===== src/rtl/cmos_capture_gate_pkg.sv =====
// Shared definitions for the DVP capture gate: state codes, counter widths
// and the RGB565 line-length helper.
package cmos_cap_pkg;

   typedef logic [1:0] cap_state_t;

   localparam cap_state_t SETTLE = 2'd0;
   localparam cap_state_t IDLE   = 2'd1;
   localparam cap_state_t ARMED  = 2'd2;
   localparam cap_state_t ACTIVE = 2'd3;

   localparam int unsigned BYTE_W = 12;
   localparam int unsigned LINE_W = 11;

   // RGB565: two bytes per pixel
   function automatic logic [16:0] line_bytes(input logic [15:0] h);
      return {h, 1'b0};
   endfunction

endpackage


===== src/rtl/cmos_capture_gate_if.sv =====
// Gated image stream from the capture front end to the packetiser.
interface cmos_capture_gate_if;

   logic       img_vsync;
   logic       img_data_en;
   logic [7:0] img_data;

   modport master (output img_vsync, output img_data_en, output img_data);
   modport slave  (input  img_vsync, input  img_data_en, input  img_data);

endinterface


===== src/rtl/cmos_capture_gate_dvp_sync_edge.sv =====
// Two-stage register of the raw DVP bus with vsync/href edge detection.
module dvp_sync_edge (
   input  logic       clk,
   input  logic       rst,
   input  logic       vsync,
   input  logic       href,
   input  logic [7:0] data,
   output logic       d0_href,
   output logic [7:0] d0_data,
   output logic       d1_href,
   output logic       rise,
   output logic       fall,
   output logic       href_fall
);

   logic d0_vs;
   logic d1_vs;

   always_ff @(posedge clk) begin
      if (rst) begin
         d0_vs   <= 1'b0;
         d0_href <= 1'b0;
         d0_data <= '0;
         d1_vs   <= 1'b0;
         d1_href <= 1'b0;
      end else begin
         d0_vs   <= vsync;
         d0_href <= href;
         d0_data <= data;
         d1_vs   <= d0_vs;
         d1_href <= d0_href;
      end
   end

   assign rise      =  d0_vs   & ~d1_vs;
   assign fall      = ~d0_vs   &  d1_vs;
   assign href_fall = ~d0_href &  d1_href;

endmodule


===== src/rtl/cmos_capture_gate.sv =====
// DVP capture front end: skips settling frames, forwards whole frames only
// while transfer_flag is set, and checks each forwarded frame's geometry.
module cmos_capture_gate
   import cmos_cap_pkg::*;
#(
   parameter logic [15:0] H_PIXEL    = 16'd640,
   parameter logic [15:0] V_PIXEL    = 16'd480,
   parameter logic [3:0]  FRAME_SKIP = 4'd10
) (
   input  logic                cam_pclk,
   input  logic                rst,
   input  logic                cam_vsync,
   input  logic                cam_href,
   input  logic [7:0]          cam_data,
   input  logic                transfer_flag,
   cmos_capture_gate_if.master img,
   output logic                capture_active,
   output logic                frame_done,
   output logic                frame_err,
   output logic [15:0]         frame_cnt
);

   localparam logic [16:0] LB = line_bytes(H_PIXEL);

   logic              d0_hr;
   logic [7:0]        d0_data;
   logic              d1_hr;
   logic              rise;
   logic              fall;
   logic              href_fall;

   cap_state_t        state;
   cap_state_t        state_nxt;
   logic [3:0]        skip_cnt;
   logic [BYTE_W-1:0] byte_cnt;
   logic [BYTE_W-1:0] byte_inc;
   logic [LINE_W-1:0] line_cnt;
   logic [LINE_W-1:0] line_nxt;
   logic              err_acc;
   logic              err_nxt;
   logic              active;
   logic              line_close;
   logic              skip_hit;

   dvp_sync_edge u_sync (
      .clk       (cam_pclk),
      .rst       (rst),
      .vsync     (cam_vsync),
      .href      (cam_href),
      .data      (cam_data),
      .d0_href   (d0_hr),
      .d0_data   (d0_data),
      .d1_href   (d1_hr),
      .rise      (rise),
      .fall      (fall),
      .href_fall (href_fall)
   );

   assign active   = (state == ACTIVE);
   assign skip_hit = ({1'b0, skip_cnt} + 5'd1) >= {1'b0, FRAME_SKIP};

   always_comb begin
      state_nxt = state;
      case (state)
         SETTLE: if (rise && skip_hit)     state_nxt = IDLE;
         IDLE:   if (rise && transfer_flag) state_nxt = ARMED;
         ARMED: begin
            if (!transfer_flag)   state_nxt = IDLE;
            else if (fall)        state_nxt = ACTIVE;
         end
         ACTIVE: if (rise) state_nxt = transfer_flag ? ARMED : IDLE;
         default:          state_nxt = SETTLE;
      endcase
   end

   // A line still open at the closing rise is closed and length-checked in
   // that same cycle, so the frame verdict sees it.
   always_comb begin
      byte_inc = byte_cnt;
      if (active && d0_hr && (byte_cnt != '1))
         byte_inc = byte_cnt + BYTE_W'(1);
      line_close = active && (href_fall || (rise && d1_hr));
      line_nxt   = line_cnt;
      if (line_close && (line_cnt != '1))
         line_nxt = line_cnt + LINE_W'(1);
      err_nxt = err_acc | (line_close && ({5'd0, byte_inc} != LB));
   end

   always_ff @(posedge cam_pclk) begin
      if (rst) begin
         state           <= SETTLE;
         skip_cnt        <= '0;
         byte_cnt        <= '0;
         line_cnt        <= '0;
         err_acc         <= 1'b0;
         img.img_vsync   <= 1'b0;
         img.img_data_en <= 1'b0;
         img.img_data    <= '0;
         frame_done      <= 1'b0;
         frame_err       <= 1'b0;
         frame_cnt       <= '0;
      end else begin
         state <= state_nxt;
         if (state == SETTLE && rise)
            skip_cnt <= skip_cnt + 4'd1;

         img.img_vsync   <= (state_nxt == IDLE) || (state_nxt == ARMED);
         img.img_data_en <= active && d0_hr;
         img.img_data    <= (active && d0_hr) ? d0_data : '0;

         frame_done <= active && rise;
         if (active && rise) begin
            frame_err <= err_nxt | ({5'd0, line_nxt} != V_PIXEL);
            frame_cnt <= frame_cnt + 16'd1;
         end

         if (state == ARMED && state_nxt == ACTIVE) begin
            byte_cnt <= '0;
            line_cnt <= '0;
            err_acc  <= 1'b0;
         end else if (active) begin
            byte_cnt <= line_close ? '0 : byte_inc;
            line_cnt <= line_nxt;
            err_acc  <= err_nxt;
         end
      end
   end

   assign capture_active = active;

endmodule


===== src/flat_wrapper.sv =====
// flat-port wrapper written by rule: the top's interface ports become plain ports
module cmos_capture_gate_flat import cmos_cap_pkg::*;
#(
   parameter logic [15:0] H_PIXEL    = 16'd640,
   parameter logic [15:0] V_PIXEL    = 16'd480,
   parameter logic [3:0]  FRAME_SKIP = 4'd10
)
  (cam_pclk, rst, cam_vsync, cam_href, cam_data, transfer_flag, capture_active, frame_done, frame_err, frame_cnt, img_img_vsync, img_img_data_en, img_img_data);
  cmos_capture_gate_if img_i ();
  input  logic cam_pclk;
  input  logic rst;
  input  logic cam_vsync;
  input  logic cam_href;
  input  logic [7:0] cam_data;
  input  logic transfer_flag;
  output logic capture_active;
  output logic frame_done;
  output logic frame_err;
  output logic [15:0] frame_cnt;
  output wire logic [$bits(img_i.img_vsync)-1:0] img_img_vsync;
  output wire logic [$bits(img_i.img_data_en)-1:0] img_img_data_en;
  output wire logic [$bits(img_i.img_data)-1:0] img_img_data;
  assign img_img_vsync = img_i.img_vsync;
  assign img_img_data_en = img_i.img_data_en;
  assign img_img_data = img_i.img_data;
  cmos_capture_gate #(.H_PIXEL(H_PIXEL), .V_PIXEL(V_PIXEL), .FRAME_SKIP(FRAME_SKIP)) u_core (.cam_pclk(cam_pclk), .rst(rst), .cam_vsync(cam_vsync), .cam_href(cam_href), .cam_data(cam_data), .transfer_flag(transfer_flag), .img(img_i), .capture_active(capture_active), .frame_done(frame_done), .frame_err(frame_err), .frame_cnt(frame_cnt));
endmodule

===== config.mk =====
export PLATFORM = sky130hd
export DESIGN_NAME = cmos_capture_gate_flat
export DESIGN_NICKNAME = d
export VERILOG_FILES = /design/src/rtl/cmos_capture_gate_pkg.sv /design/src/rtl/cmos_capture_gate_if.sv /design/src/rtl/cmos_capture_gate_dvp_sync_edge.sv /design/src/rtl/cmos_capture_gate.sv /design/src/flat_wrapper.sv
export SDC_FILE = /design/constraint.sdc
export NUM_CORES = 1
export LEC_CHECK = 0
export BUFFER_PORTS_ARGS = -buffer_cell sky130_fd_sc_hd__buf_2
export CORE_MARGIN = 2
export CORE_UTILIZATION = 62
export CTS_BUF_LIST = sky130_fd_sc_hd__clkbuf_8 sky130_fd_sc_hd__clkbuf_16
export DETAILED_ROUTE_END_ITERATION = 10
export GPL_ROUTABILITY_DRIVEN = 0
export PLACE_DENSITY = 0.83
export SLEW_MARGIN = 10
export SYNTH_ARGS = -nofsm -noshare
export SYNTH_HDL_FRONTEND = slang
export SYNTH_SLANG_ARGS = --single-unit

===== constraint.sdc =====
create_clock -name cam_pclk -period 7 [get_ports cam_pclk]
set_input_delay 1.4 -clock cam_pclk [delete_from_list [all_inputs] [get_ports cam_pclk]]
set_output_delay 1.4 -clock cam_pclk [all_outputs]
set_load 0.01 [all_outputs]

==> results of run 1 <==
## cell usage after synthesis (3+ instances only)
library cell and count:
nand3_1 19, a21o_1 4, xnor2_1 15, and2_1 9, a211oi_1 3, ha_1 6
a31oi_1 3, buf_4 5, nor3_1 10, nand2_1 22, or4_1 3, o21a_1 3
inv_1 14, nor2_1 56, nand4_1 9, or3_1 4, mux2i_1 7, a21oi_1 18
nand2b_1 4, nor2b_1 16, clkbuf_1 13, o21ai_0 13, and3_1 5, xor2_1 14
nor4_1 7, dfxtp_1 70
## worst max-delay path: stages (launching register included)
cell and delay, ps:
dfxtp_1 520, nand2_1 360, inv_2 240, buf_2 160
## sequential cells by signal, indices dropped and copies added, names as in the netlist, 2 cells and up
register,flops
u_core.img.img_data,8
u_core.frame_cnt,16
u_core.skip_cnt,4
u_core.byte_cnt,12
u_core.u_sync.d0_data,8
u_core.state,2
u_core.line_cnt,11
## cell families after synthesis
family	synth area share, %
AOI/OAI and AO/OA	12.8
buffers and inverters	4.64
muxes	2.58
and+or+nand+nor	27.4
adders and majority gates	2.28
xor gates and xnor gates	7.71
DFF	42.6
## stage by stage
step                      cells  util (%)
after floorplan             384         -
final                       491      73.2
after global routing        491      73.2
after CTS                   491      73.2
after global placement      475      68.3
after detailed placement    475      68.3
## power by group
part,internal [mW],total [mW],switching [mW]
combinational,0.00725,0.0185,0.0113
sequential,0.402,0.405,0.00300
clock,0.246,0.394,0.149
## area by class of cell
cell class	instances	area share [%]
Tap cell	70	2.34
Multi-Input combinational cell	279	46.6
Clock inverter	6	2.91
Sequential cell	70	37.5
Clock buffer	10	3.68
Timing Repair Buffer	41	5.49
Inverter	15	1.51
## worst max-delay path by stage
stage                                        to  slack [ps]  depth (start not counted)
4_1_cts                          capture_active        3960                          3
6_report                         capture_active        3970                          3
5_1_grt                          capture_active        3880                          3
3_3_place_gp   u_core.byte_cnt[10]$_SDFFE_PP0N_        4270                          3
2_1_floorplan   u_core.byte_cnt[5]$_SDFFE_PP0N_        4550                          7
3_5_place_dp    u_core.line_cnt[4]$_SDFFE_PP0N_        4230                          3
## routing by layer
metal | global-route usage [%] | vias up
li1 | - | 1390
met1 | 29.2 | 1286
met3 | 5.29 | 15
met5 | 0 | -
met4 | 9.64 | 0
met2 | 38.1 | 87
==> qor.txt, run 1 <==
mean post-synth cell area: 8.58 um^2
worst reg2reg startpoint: u_core.state[0]$_SDFF_PP0_
ant diodes: 0
worst r2r path cells: 7
post_cts resized: 0
Top FF cell, synth: dfxtp_1
Final setup violation count: 0
min-delay worst type: reg -> reg
worst slack at placement: 4230 ps
Pleak: 1.45 nW
dpl cell area: 0.00349 mm^2
Mapped Cells: 384
max frequency: 330 MHz
Setup CP Type: reg -> out
WL met1: 2990 um
Hold Path Origin: u_core.u_sync.d0_data[2]$_SDFF_PP0_
Crit Path Max Fanout: 12
Fin. Hold Viols: 0
Detailed Place HPWL: 4420 um
H-tree levels: 3
Area Growth Syn to Fin: 13.4%
first-pass GRT wire length: 11100 um
worst hold endpoint: u_core.img.img_data[2]$_SDFF_PP0_
clock root buffer: clkbuf_8
max-cap viol count: 0
minimum clock period: 3030 ps
WP data arrival: 1630 ps
Post-Syn Nets: 403
max-slew violations: 0
clock slew at reported path FFs: 70 ps
PortBufs: 41
Distinct cells, synth: 50
#FFs+latches synth: 70
Hold Crit Depth: 1
Cell Area, Synth: 0.00329 mm^2
Setup WS post-layout: 3970 ps
Slew @ Worst Pin: 718 ps
CTS tree: done
initial antenna violation count: 0
initial drt markers: 168
total power draw: 818 uW
Pwr Density: 219 mW/mm^2
Yosys top cell area share: 42.6%
final hold slack: 427 ps
gr usage total: 23.1%
YS warnings: 0
DR top layer: met4
CTS Buf Count: 9
Core Area: 0.00511 mm^2
Remaining Overflow, GRT: 0
Startpoint Class: register
CP required: 5600 ps
wire length on met2: 3090 um
vias: 2778
final setup skew: 7.50 ps
CP Capture Type: output port
Total Routed Length: 6560 um
nets@finish: 435
die width: 76.9 um
clock sinks: 70
die area: 0.00591 mm^2
fill count: 388
Sum Neg Setup Slack: 0 ps
number of synthesized flops with an enable pin: 0
status: finished clean
WL/cell: 13.4 um
Post-CTS Setup Bufs: 0
drt via density: 5.66
Synth async-reset ratio: 0%
register area share after synthesis: 42.6%
DR WL met3: 340 um
crit path launch: u_core.state[0]$_SDFF_PP0_
largest net degree at the start of global routing: 40
Hold-fix buffers, CTS: 0
RSZ-0062 raised after global routing: false
most frequent cells in the layout: 70 x dfxtp_1, 56 x nor2_1, 41 x buf_2, 22 x nand2_1, 19 x nand3_1
Post-DRT Antenna Nets: 0
fin crit share: 43.3%
R2R Setup Slk: 4470 ps
most common cell after layout, fill and taps aside: dfxtp_1
CTS max path bufs: 2
Area contributors post-synth: dfxtp_1 43%, nor2_1 6.4%, xnor2_1 4.0%, xor2_1 3.7%, nor2b_1 3.0%
die height: 76.9 um
io pins: 42
r2r endpoint: u_core.frame_err$_SDFFE_PP0P_
Worst VDD drop: 0.153 mV
design area: 0.00374 mm^2
vias in the first global route: 2508
Sequential Area: 0.00140 mm^2
Synth area leader: dfxtp_1
Slew HR: 52.1%
FP Rows: 26
Worst-Skew Late Latency: 340 ps
DRC: 0
multi-input logic area: 0.00174 mm^2
share of cells above drive strength 1: 16.6%
DRT Pass-1 Iters: 4
Initial Utilization: 64.5%
(Power assumes the default switching activity.)
==> inputs of run 2 (changes only) <==
Settings changed: CORE_UTILIZATION 62 to 52, PLACE_DENSITY 0.83 to 0.74.
Clock period 7 ns to 2.55 ns, I/O delays scaled along.
==> qor.txt, run 2 (synthesis results as in run 1) <==
Setup CP Type: reg -> reg (was reg -> out)
Core Area: 0.00603 mm^2 (was 0.00511 mm^2)
largest net degree at the start of global routing: 27 (was 40)
H-tree levels: 3 (unchanged)
initial drt markers: 134 (was 168)
die width: 83.6 um (was 76.9 um)
r2r endpoint: u_core.frame_err$_SDFFE_PP0P_ (unchanged)
max-cap viol count: 0 (unchanged)
io pins: 42 (unchanged)
Final Non-Filler Cells: 503 (was 491)
Largest register FFs: 16 (unchanged)
Worst VDD drop: 0.518 mV (was 0.153 mV)
DRT Pass-1 Iters: 4 (unchanged)
CTS tree: done (unchanged)
CTS Buf Count: 9 (unchanged)
Detailed Place HPWL: 4660 um (was 4420 um)
Fin. Hold Viols: 0 (unchanged)
initial antenna violation count: 0 (unchanged)
design area: 0.00383 mm^2 (was 0.00374 mm^2)
CTS max path bufs: 2 (unchanged)
first-pass GRT wire length: 11700 um (was 11100 um)
vias: 2759 (was 2778)
Max stage delay on crit path: 420 ps (was 520 ps)
nets@finish: 442 (was 435)
Initial Utilization: 54.7% (was 64.5%)
Sum Neg Setup Slack: 0 ps (unchanged)
vias in the first global route: 2553 (was 2508)
final setup skew: 12.0 ps (was 7.50 ps)
multi-input logic area: 0.00174 mm^2 (unchanged)
PortBufs: 41 (unchanged)
Remaining Overflow, GRT: 0 (unchanged)
Crit Path Max Fanout: 6 (was 12)
Buf/Inv on CP: 0 (was 2)
Pwr Density: 623 mW/mm^2 (was 219 mW/mm^2)
Worst-Skew Late Latency: 340 ps (about the same)
post_cts resized: 0 (unchanged)
clock root buffer: clkbuf_8 (unchanged)
minimum clock period: 2360 ps
WL/cell: 13.4 um (about the same)
Final setup violation count: 0 (unchanged)
max frequency: 425 MHz
Startpoint Class: register (unchanged)
FP Rows: 28 (was 26)
family with the most delay on the worst path: simple AND/OR/NAND/NOR gates (was flip-flops)
Slowest cell on crit path: dfxtp_1 (unchanged)
fin crit share: 92.4%
most common cell after layout, fill and taps aside: dfxtp_1 (unchanged)
R2R Setup Slk: 190 ps (was 4470 ps)
Hold Crit Depth: 2 (was 1)
Finished Core Util: 63.5% (was 73.2%)
worst r2r path cells: 7 (unchanged)
Post-CTS Setup Bufs: 0 (unchanged)
die height: 83.6 um (was 76.9 um)
Post-DRT Antenna Nets: 0 (unchanged)
share of cells above drive strength 1: 18.0% (was 16.6%)
WP data arrival: 2560 ps (was 1630 ps)
worst reg2reg startpoint: u_core.byte_cnt[0]$_SDFFE_PP0N_ (was u_core.state[0]$_SDFF_PP0_)
most frequent cells in the layout: 70 x dfxtp_1, 56 x nor2_1, 41 x buf_2, 22 x nand2_1, 19 x nand3_1 (unchanged)
max-slew violations: 0 (unchanged)
largest register by flop count: u_core.frame_cnt (unchanged)
CP required: 2760 ps (was 5600 ps)
RSZ-0062 raised after global routing: false (unchanged)
worst hold endpoint: u_core.u_sync.d0_href$_SDFF_PP0_ (was u_core.img.img_data[2]$_SDFF_PP0_)
Hold Path Origin: cam_href (was u_core.u_sync.d0_data[2]$_SDFF_PP0_)
dpl cell area: 0.00355 mm^2 (was 0.00349 mm^2)
Slew @ Worst Pin: 707 ps (was 718 ps)
Hold-fix buffers, CTS: 0 (unchanged)
Pleak: 1.49 nW (was 1.45 nW)
drt via density: 5.49 (was 5.66)
Area Growth Syn to Fin: 16.3% (was 13.4%)
ant diodes: 0 (unchanged)
Sequential Area: 0.00140 mm^2 (unchanged)
DP Cell Count: 487 (was 475)
die area: 0.00699 mm^2 (was 0.00591 mm^2)
Slew HR: 52.9% (was 52.1%)
Largest regs: u_core.frame_cnt x16, u_core.byte_cnt x12, u_core.line_cnt x11 (unchanged)
fill count: 525 (was 388)
CP cell instances: ha_1, nand3_1, or2_4, or3_4, mux2_4, o41ai_4, a41oi_1 (was nand2_1, inv_2, buf_2)
Total Routed Length: 6750 um (was 6560 um)
min-delay worst type: in -> reg (was reg -> reg)
gr usage total: 20.2% (was 23.1%)
DRC: 0 (unchanged)
clock slew at reported path FFs: 70 ps (about the same)
status: finished clean (unchanged)
CP Capture Type: register (was output port)
clock sinks: 70 (unchanged)
## run 2: area by class of cell
type                    count  area share [%]
flip-flops and latches     70            36.6
inverters                  15            1.47
repair buffers             48            6.73
multi-input cells         279            45.4
well taps                  75            2.45
clock inverters             5            3.37
clock buffers              11            3.95
## run 2: stage by stage
step	total power, mW	setup slack [ps]	hold slack [ps]
after floorplan	1.17	282	406
after global placement	1.19	248	408
after detailed placement	1.19	199	412
after CTS	2.41	193	364
after global routing	2.46	40.9	379
final	2.39	195	375
## run 2: routing by layer
metal  share of wire [%]  track usage (%)  up-vias  wire [um]
li1                    -                -     1409          -
met1                  46             25.5     1267       3100
met2                  47             32.7       65       3150
met3                 5.0             5.54       18        335
met4                 2.4             8.50        0        162
met5                   0                0        -          0
## run 2: worst max-delay path by stage
stage,startpoint,to,slack (ps),cells after the start
6_report,u_core.byte_cnt[0]$_SDFFE_PP0N_,u_core.frame_err$_SDFFE_PP0P_,190,7
5_1_grt,u_core.byte_cnt[4]$_SDFFE_PP0N_,u_core.frame_err$_SDFFE_PP0P_,40,6
4_1_cts,u_core.byte_cnt[0]$_SDFFE_PP0N_,u_core.frame_err$_SDFFE_PP0P_,190,7
3_5_place_dp,u_core.byte_cnt[0]$_SDFFE_PP0N_,u_core.frame_err$_SDFFE_PP0P_,200,7
3_3_place_gp,u_core.byte_cnt[0]$_SDFFE_PP0N_,u_core.frame_err$_SDFFE_PP0P_,250,7
2_1_floorplan,u_core.byte_cnt[0]$_SDFFE_PP0N_,u_core.frame_err$_SDFFE_PP0P_,280,7
## run 2: worst reg2reg max path, delay by kind of cell, from the launching register on
kind / cells / cell delay (ps)
simple gates: 3 / 790
compound gates: 2 / 480
flops: 1 / 420
mux: 1 / 320
fa+ha+maj: 1 / 210
## run 2: power breakdown
part / switching [mW] / internal (mW) / total [mW]
clock: 0.418 / 0.804 / 1.22
sequential: 0.00781 / 1.10 / 1.11
combinational: 0.0305 / 0.0219 / 0.0524
total: 0.457 / 1.93 / 2.39
